File: src/rtl/instr_sequencer.sv
// ---------------------------------------------------------------------------
// instr_sequencer
//
// Hardwired control unit for the DataPath. It sequences the instruction fetch
// (T0-T2) and the register-to-register ALU execute phase (T3-T5). It also
// handles a memory-ready wait state in T1, run/pause control, NOP, HALT, a
// sticky illegal-opcode flag and a retired-instruction counter.
//
// Ports
//   clock        system clock, rising edge
//   clear        synchronous active-high reset
//   run          continue to the next instruction (sampled leaving IDLE/T3/T5)
//   mem_ready    memory read complete (sampled in T1)
//   ir           latched instruction register from DataPath (valid from T3)
//   PCout..Yin   DataPath control strobes
//   R_in/R_out   one-hot register load / bus-drive enables (R0..R15)
//   alu_op       ALU operation, valid in T4 only, 0 otherwise
//   halted       high while in HALT
//   illegal      sticky undefined-opcode flag
//   instr_count  retired instruction count, wraps modulo 2^CNTW
// ---------------------------------------------------------------------------
module instr_sequencer #(
   parameter int unsigned OPW  = 5,
   parameter int unsigned CNTW = 16
) (
   input  logic            clock,
   input  logic            clear,
   input  logic            run,
   input  logic            mem_ready,
   input  logic [31:0]     ir,
   output logic            PCout,
   output logic            MARin,
   output logic            IncPC,
   output logic            Zlowin,
   output logic            Zlowout,
   output logic            PCin,
   output logic            Read,
   output logic            MDRin,
   output logic            MDRout,
   output logic            IRin,
   output logic            Yin,
   output logic [15:0]     R_in,
   output logic [15:0]     R_out,
   output logic [OPW-1:0]  alu_op,
   output logic            halted,
   output logic            illegal,
   output logic [CNTW-1:0] instr_count
);

   // State encoding
   localparam logic [2:0] StIdle = 3'd0;
   localparam logic [2:0] StT0   = 3'd1;
   localparam logic [2:0] StT1   = 3'd2;
   localparam logic [2:0] StT2   = 3'd3;
   localparam logic [2:0] StT3   = 3'd4;
   localparam logic [2:0] StT4   = 3'd5;
   localparam logic [2:0] StT5   = 3'd6;
   localparam logic [2:0] StHalt = 3'd7;

   // Opcodes. ALU opcodes occupy the contiguous range add..rol.
   localparam logic [OPW-1:0] OpRol  = OPW'(8);
   localparam logic [OPW-1:0] OpNop  = OPW'(26);
   localparam logic [OPW-1:0] OpHalt = OPW'(27);

   logic [2:0]      state_q, state_d;
   logic            illegal_q, illegal_d;
   logic [CNTW-1:0] count_q, count_d;

   // Instruction fields
   logic [OPW-1:0] opc;
   logic [3:0]     ra, rb, rc;
   logic           is_alu, is_nop, is_halt;
   logic           unused_ir;

   assign opc       = ir[31 -: OPW];
   assign ra        = ir[26:23];
   assign rb        = ir[22:19];
   assign rc        = ir[18:15];
   assign unused_ir = ^ir[14:0];

   assign is_alu  = (opc <= OpRol);
   assign is_nop  = (opc == OpNop);
   assign is_halt = (opc == OpHalt);

   // Next-state, sticky flag and counter
   always_comb begin
      state_d   = state_q;
      illegal_d = illegal_q;
      count_d   = count_q;
      case (state_q)
         StIdle: begin
            if (run) state_d = StT0;
         end
         StT0: state_d = StT1;
         StT1: begin
            // Waiting here just repeats an idempotent PC reload from Z.
            if (mem_ready) state_d = StT2;
         end
         StT2: state_d = StT3;
         StT3: begin
            if (is_alu) begin
               state_d = StT4;
            end else if (is_halt) begin
               count_d = count_q + CNTW'(1);
               state_d = StHalt;
            end else begin
               // NOP retires; undefined opcodes behave as NOP but do not retire.
               if (is_nop) count_d = count_q + CNTW'(1);
               else        illegal_d = 1'b1;
               state_d = run ? StT0 : StIdle;
            end
         end
         StT4: state_d = StT5;
         StT5: begin
            count_d = count_q + CNTW'(1);
            state_d = run ? StT0 : StIdle;
         end
         StHalt: state_d = StHalt;
         default: state_d = StIdle;
      endcase
   end

   always_ff @(posedge clock) begin
      if (clear) begin
         state_q   <= StIdle;
         illegal_q <= 1'b0;
         count_q   <= '0;
      end else begin
         state_q   <= state_d;
         illegal_q <= illegal_d;
         count_q   <= count_d;
      end
   end

   // Moore strobe decode. Exactly one bus driver per cycle at most:
   // PCout (T0), Zlowout (T1/T5), MDRout (T2), R_out (T3/T4).
   always_comb begin
      PCout   = 1'b0;
      MARin   = 1'b0;
      IncPC   = 1'b0;
      Zlowin  = 1'b0;
      Zlowout = 1'b0;
      PCin    = 1'b0;
      Read    = 1'b0;
      MDRin   = 1'b0;
      MDRout  = 1'b0;
      IRin    = 1'b0;
      Yin     = 1'b0;
      R_in    = 16'h0000;
      R_out   = 16'h0000;
      alu_op  = '0;
      case (state_q)
         StT0: begin
            PCout  = 1'b1;
            MARin  = 1'b1;
            IncPC  = 1'b1;
            Zlowin = 1'b1;
         end
         StT1: begin
            Zlowout = 1'b1;
            PCin    = 1'b1;
            Read    = 1'b1;
            MDRin   = 1'b1;
         end
         StT2: begin
            MDRout = 1'b1;
            IRin   = 1'b1;
         end
         StT3: begin
            if (is_alu) begin
               R_out = 16'h0001 << rb;
               Yin   = 1'b1;
            end
         end
         StT4: begin
            R_out  = 16'h0001 << rc;
            Zlowin = 1'b1;
            alu_op = opc;
         end
         StT5: begin
            Zlowout = 1'b1;
            R_in    = 16'h0001 << ra;
         end
         default: ;
      endcase
   end

   assign halted      = (state_q == StHalt);
   assign illegal     = illegal_q;
   assign instr_count = count_q;

endmodule

File: config.mk
export PLATFORM = sky130hd
export DESIGN_NAME = instr_sequencer
export DESIGN_NICKNAME = d
export VERILOG_FILES = /design/src/rtl/instr_sequencer.sv
export SDC_FILE = /design/constraint.sdc
export NUM_CORES = 1
export LEC_CHECK = 0
export BUFFER_PORTS_ARGS = -buffer_cell sky130_fd_sc_hd__buf_4
export CAP_MARGIN = 40
export CORE_AREA = 2 2 66 68
export CTS_CLUSTER_SIZE = 28
export DETAILED_ROUTE_END_ITERATION = 10
export DIE_AREA = 0 0 68 70
export GPL_TIMING_DRIVEN = 1
export PLACE_DENSITY = 0.79
export SLEW_MARGIN = 20
export SYNTH_ARGS = -nofsm -noshare
export SYNTH_HDL_FRONTEND = slang
export SYNTH_SLANG_ARGS = --single-unit
File: constraint.sdc
create_clock -name clock -period 2.3 [get_ports clock]
set_clock_uncertainty 0.1 [all_clocks]
set_input_delay 0.575 -clock clock [delete_from_list [all_inputs] [get_ports clock]]
set_output_delay 0.575 -clock clock [all_outputs]
set_load 0.05 [all_outputs]
Yosys cells after proc, flatten, opt, wreduce, memory -nomap -nowiden
Cells that the tools add are included.

Output and inout bits: 66. Input bits: 36. Word-level logic and storage cells: 52. Register bits after elaboration: 20.

Add/subtract/negate cells: 1. $lt $le $gt $ge: 1. Equality and inequality tests: 13. Multiplexer cells: 21. Bitwise logic cells: 3. Shift operators: 3. Reduce and logical (&&, ||, !) cells: 7.

Operators with widths (number): 16-bit 2-to-1 mux (5); 16-bit one-hot mux with 2 select lines (2); 1-bit by 4-bit << shifter with 16-bit output (first input constant) (3); 3-bit one-hot mux with 8 select lines (1); 16-bit by 1-bit adder with 16-bit output (second input constant) (1); 3-bit == test (second input constant) (4); 3-bit 2-to-1 mux (4); 5-bit == test (second input constant) (2); 1-bit 2-to-1 mux (8); 3-bit by 2-bit == test with 1-bit output (second input constant) (2); 2-bit inequality test (second input constant) (3); 5-bit by 4-bit <= comparator with 1-bit output (second input constant) (1); 5-bit 2-to-1 mux (1); 4-bit AND reduction (1); 2-bit OR reduction (2); 3-bit by 1-bit == test with 1-bit output (second input constant) (1); 3-bit logical NOT (1); 3-bit inequality test (second input constant) (1); 1-bit NOT (3); 3-bit AND reduction (1); 2-bit AND reduction (1); 2-bit nonzero test (1).

Longest topological paths before layout
Gate-level depths: netlist (run 1).

Depth in word-level cells: 5. Mapped depth: 6. Depth with buffers taken out: 5.

Worst setup path before layout (run 1)
OpenSTA, ideal clock, no wires.

Kind: input to output. Start point: in ir[29]. End point: out R_out[5]. Stages: 5. Slack: -887 ps. Required time: 1625 ps. Arrival: 2512 ps. Path through: o31ai_1 > and3_1 > buf_2 > or3b_1 > o22ai_1.

Longest elaborated chain between the ends: 3.

RTL lines: start: declaration (RTL line 30) `input logic [31:0] ir,`; 5-bit by 4-bit <= comparator with 1-bit output (RTL line 81) `assign is_alu = (opc <= OpRol);`; 16-bit 2-to-1 mux (RTL line 170) `if (is_alu) begin`; 16-bit one-hot mux with 2 select lines (RTL line 152) `case (state_q)`; end: declaration (RTL line 43) `output logic [15:0] R_out,`.

No other way between the ends.

Worst setup path in the final report (run 1)
Start point: in ir[28]. End point: out R_out[4].

The elaborated chain is that of the path after synthesis.

==> flow_metrics.env, run 1 <==
export IMPL_status="finished, violations left"
export IMPL_violations="negative setup slack"
export IMPL_rsz0062_at_grt="yes"
export IMPL_ant_nets=0
export IMPL_yosysTopAreaCell="dfxtp_1"
export IMPL_vias_per_cell=5.363
export IMPL_power_frac_seq_pct=33.2
export IMPL_report_final_setup_viol=16
export IMPL_synth_main_ff_cell="dfxtp_1"
export IMPL_wl_um=5044
export IMPL_htreeDepth=1
export IMPL_ioPinCount=102
export IMPL_powerDensity_nw_per_um2=386.0
export IMPL_tritoncts="done"
export IMPL_ys_top_cells_by_area="dfxtp_1 (27%), o22ai_1 (6.9%), nor2_1 (6.2%)"
export IMPL_path_class="in -> out"
export IMPL_fillers=347
export IMPL_area_growth_syn_to_layout_pct=95.03
export IMPL_layout_commonest_cell="buf_4"
export IMPL_syn_area_um2=1459
export IMPL_yosys_area_top_type_share_pct=27.44
export IMPL_cp_required_ns=1.62
export IMPL_fin_crit_sh_pct=114.0
export IMPL_multiInputGateArea_um2=1295
export IMPL_std_cell_rows=24
export IMPL_path_clk_slew_ns=0.08
export IMPL_fin_crit_ns=2.621
export IMPL_netlist_instances=192
export IMPL_numCtsBuffers=3
export IMPL_p_clk_share_pct=31.9
export IMPL_cap_violations=0
export IMPL_rrSetupSlack_ns=0.46
export IMPL_ctsHoldBuffers=0
export IMPL_worst_slack_ns=-0.3211
export IMPL_fin_util_pct=68.66
export IMPL_die_h_um=70
export IMPL_slew_violations=0
export IMPL_drtPass1Iterations=4
export IMPL_syn_nets=229
export IMPL_hold_ws_ns=0.3858
export IMPL_p_sw_share_pct=33.79
export IMPL_p_sw_w=0.0003712
export IMPL_most_common_layout_cells="buf_4 (86), buf_6 (29), dfxtp_1 (17), o22ai_4 (16), a21oi_1 (14)"
export IMPL_grt_pass1_vias=1769
export IMPL_cts_sinks=20
export IMPL_p_int_w=0.0007272
export IMPL_insertion_delay_ns=0.26
export IMPL_nets=336
export IMPL_die_x_um=68
export IMPL_die_area_um2=4760
export IMPL_dp_hpwl_um=3635
export IMPL_start_kind="input pin"
export IMPL_drc=0
export IMPL_first_iter_violations=33
export IMPL_synthArstFlopShare_pct=0
export IMPL_io_buffers=86
export IMPL_pwr_share_comb_pct=34.9
export IMPL_antenna_cells=0
export IMPL_end_kind="output pin"
export IMPL_clockBufferDepth=2
export IMPL_synth_edff_count=0
export IMPL_grt_max_degree=21
export IMPL_layout_drive_gt1_share_pct=56.71
export IMPL_synth_seq_cells=20
export IMPL_ys_seq_area_share_pct=27.44
export IMPL_synthDistinctLibCells=40
export IMPL_clockRootBuffer="clkbuf_8"
export IMPL_hold_viol=0
export IMPL_antenna_found_initial=0
export IMPL_core_um2=4144
export IMPL_peakVddDrop_mv=0.2702
export IMPL_seq_area_um2=404.1
export IMPL_slew_headroom_pct=70.49
export IMPL_wl_per_cell_um=14.41
export IMPL_grt_pass1_wl_um=8121
export IMPL_hold_path_class="reg -> reg"
export IMPL_gp_congestion=0.7367
export IMPL_setup_tns_ns=-3.249
export IMPL_grtUsageTotal_pct=20.75
export IMPL_tightest_slew_ns=0.4426
export IMPL_crit_arrival_ns=1.95
export IMPL_p_leak_nw=1.139
export IMPL_fmax_mhz=381.5
export IMPL_yosys_warnings=0
export IMPL_vias=1877
export IMPL_syn_area_per_cell_um2=7.598
export IMPL_critical_path_max_fanout=4
export IMPL_start_util_pct=35.21
export IMPL_grt_overflow=0
[cell usage after synthesis (5+ instances only)]
cell type and n:
nor2_1 24, dfxtp_1 20, o22ai_1 16, a21oi_1 14, nand2_1 12, and3_1 9, o21ai_0 7, nand2b_1 6
or3_1 6, xor2_1 6, buf_4 5, nand3_1 5
[flip-flops by register name, summed over array words and instances, names as in the netlist]
name         count
state_q          3
instr_count     16
illegal          1
[metal layers]
metal	routed length, µm	share of wire, %	vias to the layer above	global-route usage (%)
li1	-	-	921	-
met1	2039	40	887	27.41
met2	2650	53	67	36.03
met3	338	6.7	2	3.060
met4	17	0.34	0	2.667
met5	0	0	-	0
[through the flow]
stage               area (µm²)  setup WS [ns]  power (W)  cells
finish                    2845        -0.3211   0.001098    350
global route              2845        -0.3577   0.001136    350
CTS                       2778        -0.3508   0.001073    346
detailed placement        2546        -0.3980  0.0007142    335
global placement          2546        -0.3550  0.0007092    335
floorplan                 1790        -0.3648  0.0006135    192
[logic make-up after synthesis]
family,share of synthesized area [%]
buffers and inverters,7.033
adders and majority gates,0.8575
muxes,1.372
xor gates and xnor gates,3.602
and+or+nand+nor,37.39
DFF,27.44
AOI/OAI and AO/OA,22.30
[final timing paths]
check,start,cells past startpoint,to
worst max-delay path,ir[28],6,R_out[4]
worst max register to register,state_q[0],6,instr_count[10]
worst min register to register,instr_count[15],2,instr_count[15]
worst min-delay path,instr_count[15],2,instr_count[15]
[layout make-up]
type / instances / share of cell area [%]
clock buffers: 3 / 1.451
clock inverters: 1 / 1.055
inverters: 2 / 0.2639
multi-input cells: 155 / 45.51
flip-flops and latches: 20 / 14.20
well taps: 52 / 2.287
repair buffers: 117 / 35.22
[worst max-delay path, cell delays in order]
cell and delay (ns):
buf_8 0.10, o31ai_4 0.25, and3_4 0.21, or3b_4 0.45, o22ai_4 0.17, buf_6 0.18
[power groups by stage]
stage / Combinational [W] / Clock [W] / Sequential [W]
floorplan: 0.000243 / 0 / 0.000371
global placement: 0.000342 / 0 / 0.000367
detailed placement: 0.000347 / 0 / 0.000368
CTS: 0.000359 / 0.000354 / 0.000360
global route: 0.000405 / 0.000365 / 0.000366
finish: 0.000383 / 0.000351 / 0.000365
[timing repair]
action / in CTS / in global routing
setup endpoints to repair: 32 / 32
setup buffers: 7 / 4
pin swaps: 7 / 3
resized for setup: 28 / 12
endpoints found under the hold margin: 0 / 0
Note: power is estimated with default switching activity, not from simulation.
==> inputs of run 2 (changes only) <==
--- a/config.mk
+++ b/config.mk
@@ -7,12 +7,12 @@
 export LEC_CHECK = 0
 export BUFFER_PORTS_ARGS = -buffer_cell sky130_fd_sc_hd__buf_4
 export CAP_MARGIN = 40
-export CORE_AREA = 2 2 66 68
+export CORE_AREA = 2 2 61 63
 export CTS_CLUSTER_SIZE = 28
 export DETAILED_ROUTE_END_ITERATION = 10
-export DIE_AREA = 0 0 68 70
+export DIE_AREA = 0 0 63 65
 export GPL_TIMING_DRIVEN = 1
-export PLACE_DENSITY = 0.79
+export PLACE_DENSITY = 0.87
 export SLEW_MARGIN = 20
 export SYNTH_ARGS = -nofsm -noshare
 export SYNTH_HDL_FRONTEND = slang
==> constraint.sdc (replaced) <==
create_clock -name clock -period 3.4 [get_ports clock]
set_clock_uncertainty 0.1 [all_clocks]
set_input_delay 0.85 -clock clock [delete_from_list [all_inputs] [get_ports clock]]
set_output_delay 0.85 -clock clock [all_outputs]
set_load 0.05 [all_outputs]
==> run 2 against run 1 <==
  * Hold slack improved by 0.00071 ns
  * Register-to-register slack improved by 1.1 ns
  * Global-route usage fell by 2.5 points
  * Total power fell by 49%
  * Cell count fell by 8.9%
  * The run now ends clean
  * Sequential share of layout area rose by 4.4 points
  * Die area fell by 14%
  * Clock power fell by 69%
  * First-iteration DRC count rose by 150%
  * Critical endpoint unchanged
  * Non-clock buffer count fell by 26
  * Sequential power fell by 34%
  * Design area fell by 24%
==> flow_metrics.env, run 2 (same netlist as run 1, synthesis figures left out) <==
export IMPL_wl_per_cell_um=12.31
export IMPL_ant_nets=0
export IMPL_cp_required_ns=2.45
export IMPL_antenna_found_initial=0
export IMPL_design_area_um2=2155
export IMPL_rsz0062_at_grt="no"
export IMPL_wl_um=3926
export IMPL_worstSetupStartpoint="ir[27]"
export IMPL_fin_crit_ns=3.250
export IMPL_hp_start="instr_count[15]"
export IMPL_gp_congestion=0.8609
export IMPL_tightest_slew_ns=0.4684
export IMPL_nets=310
export IMPL_rrSetupSlack_ns=1.58
export IMPL_most_common_layout_cells="buf_4 (91), nor2_1 (24), dfxtp_1 (20), a21oi_1 (14)"
export IMPL_antenna_cells=0
export IMPL_tritoncts="done"
export IMPL_cts_resized=0
export IMPL_peakVddDrop_mv=0.1553
export IMPL_rr_startpoint="state_q[2]"
export IMPL_slew_violations=0
export IMPL_fillers=332
export IMPL_hold_path_class="reg -> reg"
export IMPL_grt_pass1_vias=1475
export IMPL_fin_util_pct=61.63
export IMPL_drtPass1Iterations=4
export IMPL_crit_arrival_ns=2.30
export IMPL_end_kind="output pin"
export IMPL_slew_headroom_pct=68.71
export IMPL_dpl_cell_area_um2=2132
export IMPL_grt_overflow=0
export IMPL_die_h_um=65
export IMPL_clockRootBuffer="clkbuf_4"
export IMPL_report_final_setup_viol=0
export IMPL_first_iter_violations=81
export IMPL_core_um2=3496
export IMPL_hold_ws_ns=0.3865
export IMPL_hold_viol=0
export IMPL_grt_pass1_wl_um=6320
export IMPL_path_class="in -> out"
export IMPL_die_x_um=63
export IMPL_largest_reg_flops=16
export IMPL_dp_hpwl_um=3059
export IMPL_grtUsageTotal_pct=18.27
export IMPL_die_area_um2=4095
export IMPL_io_buffers=86
export IMPL_grt_max_degree=21
export IMPL_insertion_delay_ns=0.29
export IMPL_htreeDepth=1
export IMPL_numCtsBuffers=3
export IMPL_cts_sinks=20
export IMPL_status="finished clean"
export IMPL_vias=1722
export IMPL_cap_violations=0
export IMPL_drc=0
export IMPL_clockBufferDepth=2
export IMPL_std_cell_rows=22
export IMPL_fin_crit_sh_pct=95.60
export IMPL_cts_setup_buffers=0
export IMPL_start_kind="input pin"
export IMPL_layout_commonest_cell="buf_4"
export IMPL_p_leak_nw=0.9415
export IMPL_fmax_mhz=307.7
export IMPL_powerDensity_nw_per_um2=257.7
export IMPL_vias_per_cell=5.398
export IMPL_area_growth_syn_to_layout_pct=47.68
export IMPL_path_clk_slew_ns=0.10
export IMPL_start_util_pct=41.73
export IMPL_critical_path_max_fanout=4
export IMPL_ctsHoldBuffers=0
export IMPL_layout_drive_gt1_share_pct=38.01
export IMPL_ioPinCount=102
-- run 2: cell types whose count changed in the layout (fill, tap and decap cells not counted), moves of 4 or more --
| cell | before | now |
|---|---|---|
| buf_6 | 29 | 0 |
| o22ai_4 | 16 | 0 |
| nor2_1 | 11 | 24 |
| nor2_2 | 12 | 0 |
| o22ai_1 | 0 | 12 |
| buf_4 | 86 | 91 |
| nor3_1 | 0 | 4 |
| nor3_4 | 4 | 0 |
| o22ai_2 | 0 | 4 |
-- run 2: final timing paths --
kind                           to  depth (start not counted)
hold reg to reg   instr_count[15]                          2
setup reg to reg  instr_count[13]                          5
setup / recovery         R_out[4]                          6
hold / removal    instr_count[15]                          2
-- run 2: power by group --
group	internal [W]	total (W)	switching [W]
Sequential	0.000240	0.000242	0.00000290
Combinational	0.0000673	0.000204	0.000137
Clock	0.0000412	0.000108	0.0000672
Total	0.000348	0.000555	0.000207
-- run 2: final cells by class --
| cell class | count | area, µm² | share of cell area (%) |
|---|---|---|---|
| clock buffer | 3 | 22.52 | 1.045 |
| inverter | 2 | 7.507 | 0.3484 |
| multi-input combinational | 155 | 980.9 | 45.53 |
| sequential | 20 | 400.4 | 18.58 |
| tap | 48 | 60.06 | 2.787 |
| timing repair buffer | 91 | 683.2 | 31.71 |
-- run 2: stage by stage --
stage | std cells | power [W] | worst slack, ns | setup TNS, ns
4_1_cts | 319 | 0.0005599 | 0.1370 | 0
3_3_place_gp | 316 | 0.0004484 | 0.1734 | 0
2_1_floorplan | 192 | 0.0003958 | -0.09392 | -1.186
3_5_place_dp | 316 | 0.0004520 | 0.1370 | 0
5_1_grt | 319 | 0.0005848 | 0.06867 | 0
6_report | 319 | 0.0005552 | 0.1496 | 0
-- run 2: critical path, stage by stage --
cell     delay, ns
buf_4         0.12
o31ai_1       0.26
and3_1        0.21
or3b_1        0.45
o22ai_2       0.18
buf_4         0.22
-- run 2: metal layers --
metal / vias to the layer above / global-route usage [%] / part of all wire, %
met5: - / 0 / 0
met4: 0 / 3.333 / 0
met3: 0 / 3.125 / 7.1
met2: 58 / 33.91 / 50
met1: 795 / 22.15 / 43
li1: 869 / - / -
==> inputs of run 3 (changes only) <==
--- a/config.mk
+++ b/config.mk
@@ -7,12 +7,15 @@
 export LEC_CHECK = 0
 export BUFFER_PORTS_ARGS = -buffer_cell sky130_fd_sc_hd__buf_4
 export CAP_MARGIN = 40
-export CORE_AREA = 2 2 61 63
+export CELL_PAD_IN_SITES_DETAIL_PLACEMENT = 2
+export CELL_PAD_IN_SITES_GLOBAL_PLACEMENT = 2
+export CORE_AREA = 2 2 85 87
 export CTS_CLUSTER_SIZE = 28
 export DETAILED_ROUTE_END_ITERATION = 10
-export DIE_AREA = 0 0 63 65
+export DIE_AREA = 0 0 87 89
 export GPL_TIMING_DRIVEN = 1
 export PLACE_DENSITY = 0.87
+export RECOVER_POWER = 25
 export SLEW_MARGIN = 20
 export SYNTH_ARGS = -nofsm -noshare
 export SYNTH_HDL_FRONTEND = slang
==> run 3 against run 2 <==
  * Hold slack worse by 0.012 ns
  * Critical path depth stayed put
  * Sequential share of layout area fell by 0.15 points
  * Sequential cell count stayed put
  * Highest routed layer is now met4
  * Clock power up 70%
  * Combinational power grew 3%
  * Largest cell class unchanged
  * Critical path type unchanged
  * Utilization is 29 points lower
==> flow_metrics.env, run 3 (same netlist as run 1, synthesis figures left out) <==
export IMPL_htreeDepth=1
export IMPL_area_growth_syn_to_layout_pct=48.88
export IMPL_setup_tns_ns=0
export IMPL_layout_drive_gt1_share_pct=32.72
export IMPL_dp_hpwl_um=4531
export IMPL_std_cell_rows=30
export IMPL_die_x_um=87
export IMPL_rsz0062_at_grt="no"
export IMPL_design_area_um2=2172
export IMPL_critical_path_max_fanout=4
export IMPL_dp_cells=348
export IMPL_tightest_slew_ns=0.6508
export IMPL_path_class="in -> out"
export IMPL_seq_area_um2=400.4
export IMPL_report_final_setup_viol=0
export IMPL_peakVddDrop_mv=0.1223
export IMPL_hold_path_class="reg -> reg"
export IMPL_path_clk_slew_ns=0.08
export IMPL_core_um2=6719
export IMPL_cp_required_ns=2.45
export IMPL_drtPass1Iterations=4
export IMPL_crit_arrival_ns=2.30
export IMPL_end_kind="output pin"
export IMPL_numCtsBuffers=3
export IMPL_antenna_cells=0
export IMPL_die_area_um2=7743
export IMPL_layout_cells_non_filler=352
export IMPL_slew_violations=0
export IMPL_multiInputGateArea_um2=985.9
export IMPL_start_util_pct=21.71
export IMPL_p_leak_nw=0.8894
export IMPL_dpl_cell_area_um2=2172
export IMPL_powerDensity_nw_per_um2=294.0
export IMPL_io_buffers=86
export IMPL_nets=310
export IMPL_ioPinCount=102
export IMPL_grt_overflow=0
export IMPL_status="finished clean"
export IMPL_vias_per_cell=5.097
export IMPL_wl_per_cell_um=15.83
export IMPL_layout_commonest_cell="buf_4"
export IMPL_largest_reg_flops=16
export IMPL_gp_congestion=0.9769
export IMPL_grtUsageTotal_pct=13.75
export IMPL_clockBufferDepth=2
export IMPL_cts_setup_buffers=0
export IMPL_fmax_mhz=307.9
export IMPL_die_h_um=89
export IMPL_insertion_delay_ns=0.26
export IMPL_cp_cell_sequence="clkbuf_1 -> o31ai_2 -> and3_1 -> or3b_1 -> o22ai_2 -> buf_4"
export IMPL_ant_nets=0
export IMPL_slowest_delay_ns=0.46
export IMPL_drc=0
export IMPL_hold_viol=0
export IMPL_fin_crit_sh_pct=95.53
export IMPL_most_common_layout_cells="buf_4 (75), nor2_1 (24), dfxtp_1 (20), clkbuf_1 (16), a21oi_1 (14)"
export IMPL_start_kind="input pin"
export IMPL_grt_max_degree=21
export IMPL_grt_pass1_wl_um=8604
export IMPL_grt_pass1_vias=1774
export IMPL_tritoncts="done"
export IMPL_slew_headroom_pct=56.80
export IMPL_cts_sinks=20
export IMPL_fin_util_pct=32.33
export IMPL_cap_violations=0
export IMPL_slowest_stage="or3b_1"
export IMPL_wl_um=5573
export IMPL_antenna_found_initial=0
export IMPL_vias=1794
export IMPL_first_iter_violations=32
export IMPL_clockRootBuffer="clkbuf_8"
export IMPL_fillers=808
export IMPL_fin_crit_ns=3.248
-- run 3: through the flow --
step                 power, W  hold WS, ns  setup slack (ns)
floorplan           0.0003958       0.4887          -0.09392
detailed placement  0.0004616       0.3656           0.09010
global route        0.0006762       0.4112           0.05459
finish              0.0006386       0.3744            0.1521
global placement    0.0004570       0.3583            0.1149
CTS                 0.0006468       0.3863           0.09084
-- run 3: layout make-up --
class                      count  area share, %
multi-input combinational    155          45.39
timing repair buffer          91          28.69
sequential                    20          18.43
tap                           80          4.608
clock buffer                   4          2.535
inverter                       2         0.3456
-- run 3: path summary, 6_finish.rpt --
kind                  start              end  slack, ns  cells after the start
max                  ir[29]         R_out[0]       0.15                      6
min                 illegal          illegal       0.37                      2
max reg2reg  instr_count[0]  instr_count[10]       1.48                      5
min reg2reg         illegal          illegal       0.37                      2
-- run 3: what timing repair did --
| item | 4_1_cts | 5_1_grt |
|---|---|---|
| hold buffers | 0 | 0 |
| gates resized for setup | 0 | 1 |
| setup endpoints to repair | 0 | 2 |
-- run 3: metal layers --
| metal | GRT usage, % | up-vias | share of wire [%] |
|---|---|---|---|
| met3 | 1.847 | 13 | 5.1 |
| met2 | 24.84 | 70 | 51 |
| li1 | - | 863 | - |
| met1 | 16.93 | 848 | 42 |
| met5 | 0 | - | 0 |
| met4 | 4.261 | 0 | 2.2 |
-- run 3: report_power, final --
part	total, W	switching (W)	internal [W]	leakage [nW]
clock network	0.000184	0.0000811	0.000103	0.0288
registers	0.000243	0.00000373	0.000239	0.162
logic	0.000211	0.000142	0.0000688	0.699
-- run 3: worst max-delay path, delay by kind of cell --
kind / cells / cell delay [ns]
compound gates: 2 / 0.46
buf+inv: 2 / 0.32
simple gates: 2 / 0.66
